===== config.mk =====
export PLATFORM = sky130hd
export DESIGN_NAME = mux2_rr_arbiter
export DESIGN_NICKNAME = d
export VERILOG_FILES = /design/src/rtl/mux2_rr_arbiter_pkg.sv /design/src/rtl/mux2_out_stage.sv /design/src/rtl/mux2_rr_arbiter.sv
export SDC_FILE = /design/constraint.sdc
export NUM_CORES = 1
export LEC_CHECK = 0
export CORE_ASPECT_RATIO = 1.2
export CORE_MARGIN = 10
export CORE_UTILIZATION = 40
export CTS_BUF_LIST = sky130_fd_sc_hd__clkbuf_4
export DETAILED_ROUTE_END_ITERATION = 10
export PLACE_DENSITY = 0.65
export SYNTH_ARGS = -nofsm -noshare
export SYNTH_HDL_FRONTEND = slang
export SYNTH_SLANG_ARGS = --single-unit

===== constraint.sdc =====
create_clock -name Clock -period 2.6 [get_ports Clock]
set_clock_uncertainty 0.2 [all_clocks]
set_input_delay 0.52 -clock Clock [delete_from_list [all_inputs] [get_ports Clock]]
set_output_delay 0.52 -clock Clock [all_outputs]
set_load 0.05 [all_outputs]

===== src/rtl/mux2_rr_arbiter_pkg.sv =====
// Shared types and constants for the two-port round-robin mux arbiter.
package mux2_rr_arbiter_pkg;

  localparam int unsigned DEFAULT_WIDTH     = 2;
  localparam int unsigned DEFAULT_MAX_BURST = 4;

  typedef enum logic [1:0] {
    IDLE   = 2'b00,
    GRANT1 = 2'b01,
    GRANT2 = 2'b10
  } state_e;

  // Port ids double as the mux select value for that port
  localparam logic PORT1 = 1'b0;
  localparam logic PORT2 = 1'b1;

endpackage


===== src/rtl/mux2_out_stage.sv =====
// WIDTH-bit 2:1 data select feeding a one-entry valid/ready output register.
module mux2_out_stage
  import mux2_rr_arbiter_pkg::*;
#(
  parameter int unsigned WIDTH = DEFAULT_WIDTH
) (
  input  logic             clk,
  input  logic             rst_n,
  input  logic             sel,
  input  logic [WIDTH-1:0] data_1,
  input  logic [WIDTH-1:0] data_2,
  input  logic             load,
  input  logic             out_ready,
  output logic [WIDTH-1:0] out,
  output logic             out_valid
);

  logic [WIDTH-1:0] mux_c;

  assign mux_c = sel ? data_2 : data_1;

  // A load wins over a consume so back-to-back words keep Out_valid high
  always_ff @(posedge clk or negedge rst_n) begin
    if (!rst_n) begin
      out       <= '0;
      out_valid <= 1'b0;
    end else if (load) begin
      out       <= mux_c;
      out_valid <= 1'b1;
    end else if (out_ready) begin
      out_valid <= 1'b0;
    end
  end

endmodule


===== src/rtl/mux2_rr_arbiter.sv =====
// Round-robin arbiter sharing one 2:1 mux between two requesters, with a
// burst limit so a busy port cannot starve the other.
module mux2_rr_arbiter
  import mux2_rr_arbiter_pkg::*;
#(
  parameter int unsigned WIDTH     = DEFAULT_WIDTH,
  parameter int unsigned MAX_BURST = DEFAULT_MAX_BURST
) (
  input  logic             Clock,
  input  logic             Reset_n,
  input  logic             Req_1,
  input  logic [WIDTH-1:0] Data_1,
  output logic             Ack_1,
  input  logic             Req_2,
  input  logic [WIDTH-1:0] Data_2,
  output logic             Ack_2,
  output logic             S,
  output logic [WIDTH-1:0] Out,
  output logic             Out_valid,
  input  logic             Out_ready
);

  localparam int unsigned CNT_W = $clog2(MAX_BURST + 1);

  state_e           state_q, state_d;
  logic             s_q, s_d;
  logic             last_q, last_d;
  logic [CNT_W-1:0] burst_q, burst_d;

  logic             can_load_c;
  logic [CNT_W-1:0] cnt_inc_c;
  logic             burst_done_c;

  assign can_load_c   = !Out_valid || Out_ready;
  assign Ack_1        = (state_q == GRANT1) && Req_1 && can_load_c;
  assign Ack_2        = (state_q == GRANT2) && Req_2 && can_load_c;
  assign cnt_inc_c    = burst_q + CNT_W'(1);
  assign burst_done_c = (cnt_inc_c == CNT_W'(MAX_BURST));
  assign S            = s_q;

  always_ff @(posedge Clock or negedge Reset_n) begin
    if (!Reset_n) begin
      state_q <= IDLE;
      s_q     <= PORT1;
      last_q  <= PORT2;
      burst_q <= '0;
    end else begin
      state_q <= state_d;
      s_q     <= s_d;
      last_q  <= last_d;
      burst_q <= burst_d;
    end
  end

  // Next state; every grant entry reloads select, last and the burst count
  always_comb begin
    state_d = state_q;
    s_d     = s_q;
    last_d  = last_q;
    burst_d = burst_q;
    case (state_q)
      IDLE: begin
        if (Req_1 && (!Req_2 || (last_q == PORT2))) begin
          state_d = GRANT1;
          s_d     = PORT1;
          last_d  = PORT1;
          burst_d = '0;
        end else if (Req_2) begin
          state_d = GRANT2;
          s_d     = PORT2;
          last_d  = PORT2;
          burst_d = '0;
        end
      end
      GRANT1: begin
        if (!Req_1) begin
          if (Req_2) begin
            state_d = GRANT2;
            s_d     = PORT2;
            last_d  = PORT2;
            burst_d = '0;
          end else begin
            state_d = IDLE;
          end
        end else if (Ack_1) begin
          if (!burst_done_c) begin
            burst_d = cnt_inc_c;
          end else if (Req_2) begin
            state_d = GRANT2;
            s_d     = PORT2;
            last_d  = PORT2;
            burst_d = '0;
          end else begin
            burst_d = '0;
          end
        end
      end
      GRANT2: begin
        if (!Req_2) begin
          if (Req_1) begin
            state_d = GRANT1;
            s_d     = PORT1;
            last_d  = PORT1;
            burst_d = '0;
          end else begin
            state_d = IDLE;
          end
        end else if (Ack_2) begin
          if (!burst_done_c) begin
            burst_d = cnt_inc_c;
          end else if (Req_1) begin
            state_d = GRANT1;
            s_d     = PORT1;
            last_d  = PORT1;
            burst_d = '0;
          end else begin
            burst_d = '0;
          end
        end
      end
      default: begin
        state_d = IDLE;
      end
    endcase
  end

  mux2_out_stage #(
    .WIDTH(WIDTH)
  ) u_out_stage (
    .clk       (Clock),
    .rst_n     (Reset_n),
    .sel       (s_q),
    .data_1    (Data_1),
    .data_2    (Data_2),
    .load      (Ack_1 || Ack_2),
    .out_ready (Out_ready),
    .out       (Out),
    .out_valid (Out_valid)
  );

endmodule

==> flow_summary.yaml <==
outcome:
  status: "finished clean"
floorplan:
  die_h_um: 65.6
  die_area_um2: 3810
  initial_utilization_pct: 42.3
  die_w_um: 58.0
  io_pins: 15
  num_rows: 16
  core-area_um2: 1640
sta:
  hold_viol: 0
  worstMarginPinSlew_ps: 506
  maxSlewHeadroom_pct: 66.2
  rsz0062_at_grt: "no"
  max_freq_mhz: 413
  tns_ps: 0
  setup_viol: 0
  period_needed_ps: 2420
  slew_viol_final: 0
  finalCritPeriodShare_pct: 93.1
clock_network:
  clkLatencyLatePin_ps: 260
  cts_setup_buffers: 0
  tritoncts: "yes"
  holdBufCountCts: 0
  cts_buffers: 3
  clock_sinks: 10
  ctsResizeCount: 0
  clk_pin_slew_ps: 70
  clockBufferDepth: 2
  htree_levels: 1
  cts-root-buf: "clkbuf_4"
power:
  p_seq_share_pct: 26.3
  switching_share_pct: 44.9
  internal_power_uw: 581
  p_clk_share_pct: 11.2
  net-switching-power_uw: 473
  p_leak_uw: 0.000423
  pwr-share-comb_pct: 62.5
  power.density_nw_per_um2: 1160
  vdd_drop_max_uv: 692
  power_uw: 1050
logic_synthesis:
  ys_types: 28
  synth_seq_area_share_pct: 36.2
  synthTopCellsByArea: "dfrtp_1 (32%), ha_1 (13%), a21oi_1 (6.5%)"
  synth_warnings: 0
  yosys_register_bits: 10
  synthArstFlopShare_pct: 100
  syn_area_um2: 694
  synth_edf_count: 0
  synth_top_area_cell: "dfrtp_1"
  syn_avg_cell_area_um2: 9.78
  synth.top_cell.area_share_pct: 32.4
  syn_nets: 87
  netlist_instances: 71
  ys.flop_type: "dfrtp_1"
placement:
  dp_hpwl_um: 1210
  globalplace.congestion: 0.879
  portBuffers: 14
setup_path:
  reg2reg_depth: 6
  crit_required_ps: 1880
  path_class: "primary input to output port"
  r2r_end: "burst_q[0]"
  r2r_start: "state_q[0]"
  worstSetupEndpointType: "output port"
  crit_fanout: 8
  rrSetupSlack_ps: 570
  crit_start: "Req_2"
  arrival_ps: 1700
  cp-start-kind: "primary input"
  cp-endpoint: "Ack_2"
detailed_routing:
  drt-total-wl_um: 1480
  drtIter0Drc: 6
  drc: 0
  firstDrtPassIters: 4
  ant_nets: 0
  vias: 597
  viasPerCell: 5.53
  routedWlPerCell_um: 13.7
grt:
  antenna_found_initial: 0
  grt_use_total_pct: 8.32
  grt_pass1_wl_um: 2640
  grt_max_degree: 11
  grt-ovfl-total: 0
  grt_pass1_vias: 651
min_path:
  hold_path_depth: 1
  hold_class: "register to register"
finish:
  drive_above_1_share_pct: 17.8
  nets: 107
  antenna_cells: 0
  areaGrowthSynthToFinish_pct: 31.2
  fillers: 151
run:
  maxCapViolations: 0
==> final cells by class <==
class,instances,area (um2),share of cell area (%)
Sequential cell,10,251,27.6
Clock buffer,4,30.0,3.30
Multi-Input combinational cell,52,402,44.1
Timing Repair Buffer,16,175,19.2
Inverter,8,30.0,3.30
Tap cell,18,22.5,2.47
==> cells in the final DEF (no fill, tap or decap), drive strengths merged, types with 2 or more instances in the layout <==
| cell | synthesis | final |
|---|---|---|
| inv | 8 | 8 |
| dfrtp | 9 | 9 |
| nand2 | 3 | 3 |
| a22o | 2 | 2 |
| and2b | 2 | 2 |
| a31oi | 2 | 2 |
| buf | 1 | 4 |
| clkbuf | 0 | 4 |
| mux2i | 3 | 3 |
| a21oi | 11 | 11 |
| ha | 7 | 7 |
| nor2 | 3 | 3 |
| o21a | 3 | 3 |
| o21ai | 4 | 4 |
| clkdlybuf4s50 | 0 | 12 |
==> layer usage <==
| layer | wire length (um) | track usage (%) | vias up | share of wire [%] |
|---|---|---|---|---|
| met2 | 691 | 13.8 | 18 | 47 |
| met5 | 0 | 0 | - | 0 |
| li1 | - | - | 295 | - |
| met1 | 676 | 8.90 | 278 | 46 |
| met4 | 30 | 5.88 | 0 | 2.0 |
| met3 | 79 | 2.12 | 6 | 5.3 |
==> flip-flops by register name, indices dropped and copies added (netlist names) <==
signal and flops:
S 1, burst_q 3, last_q 1, state_q 2
u_out_stage.out 2, u_out_stage.out_valid 1
==> per-stage QoR <==
| stage | util, % | cell area (um2) | setup slack, ps | hold WS (ps) | std cells |
|---|---|---|---|---|---|
| 5_1_grt | 55.5 | 911 | 96.4 | 349 | 108 |
| 3_3_place_gp | 53.7 | 881 | 181 | 282 | 104 |
| 4_1_cts | 55.5 | 911 | 176 | 307 | 108 |
| 3_5_place_dp | 53.7 | 881 | 182 | 292 | 104 |
| 6_report | 55.5 | 911 | 181 | 305 | 108 |
| 2_1_floorplan | - | 694 | 275 | 24.4 | 71 |
==> Yosys cell counts (2+ instances only) <==
cell,count
a21oi_1,9
a22o_1,2
inv_1,8
o21a_1,3
o21ai_0,4
dfrtp_1,9
nor2_1,3
a31oi_1,2
mux2i_1,3
ha_1,7
a21oi_2,2
nand2_1,3
==> worst min-delay path by stage <==
stage	startpoint	endpoint	slack (ps)
after global routing	burst_q[1]	burst_q[1]	350
after CTS	burst_q[1]	burst_q[1]	310
final	burst_q[1]	burst_q[1]	300
after global placement	burst_q[1]	burst_q[1]	280
after detailed placement	burst_q[1]	burst_q[1]	290
after floorplan	Reset_n	S	20
==> critical path, stage by stage <==
cell	delay (ps)
clkdlybuf4s50_1	650
nand2_1	120
a21oi_1	230
buf_12	170
==> cells by family after synthesis <==
kind of cell	Yosys count	share of synthesized area [%]
AO/OA/AOI/OAI	25	25.2
multiplexers	3	4.32
adder cells (fa/ha/maj)	7	12.6
AND/OR/NAND/NOR	17	15.7
flip-flops	10	36.2
buffers and inverters	9	5.95
==> power by group through the flow <==
stage | registers, uW | logic [uW] | clock network, uW
floorplan | 376 | 363 | 0
global placement | 277 | 653 | 0
detailed placement | 279 | 658 | 0
CTS | 276 | 662 | 123
global route | 285 | 721 | 130
finish | 277 | 659 | 118
(Power assumes the default switching activity.)
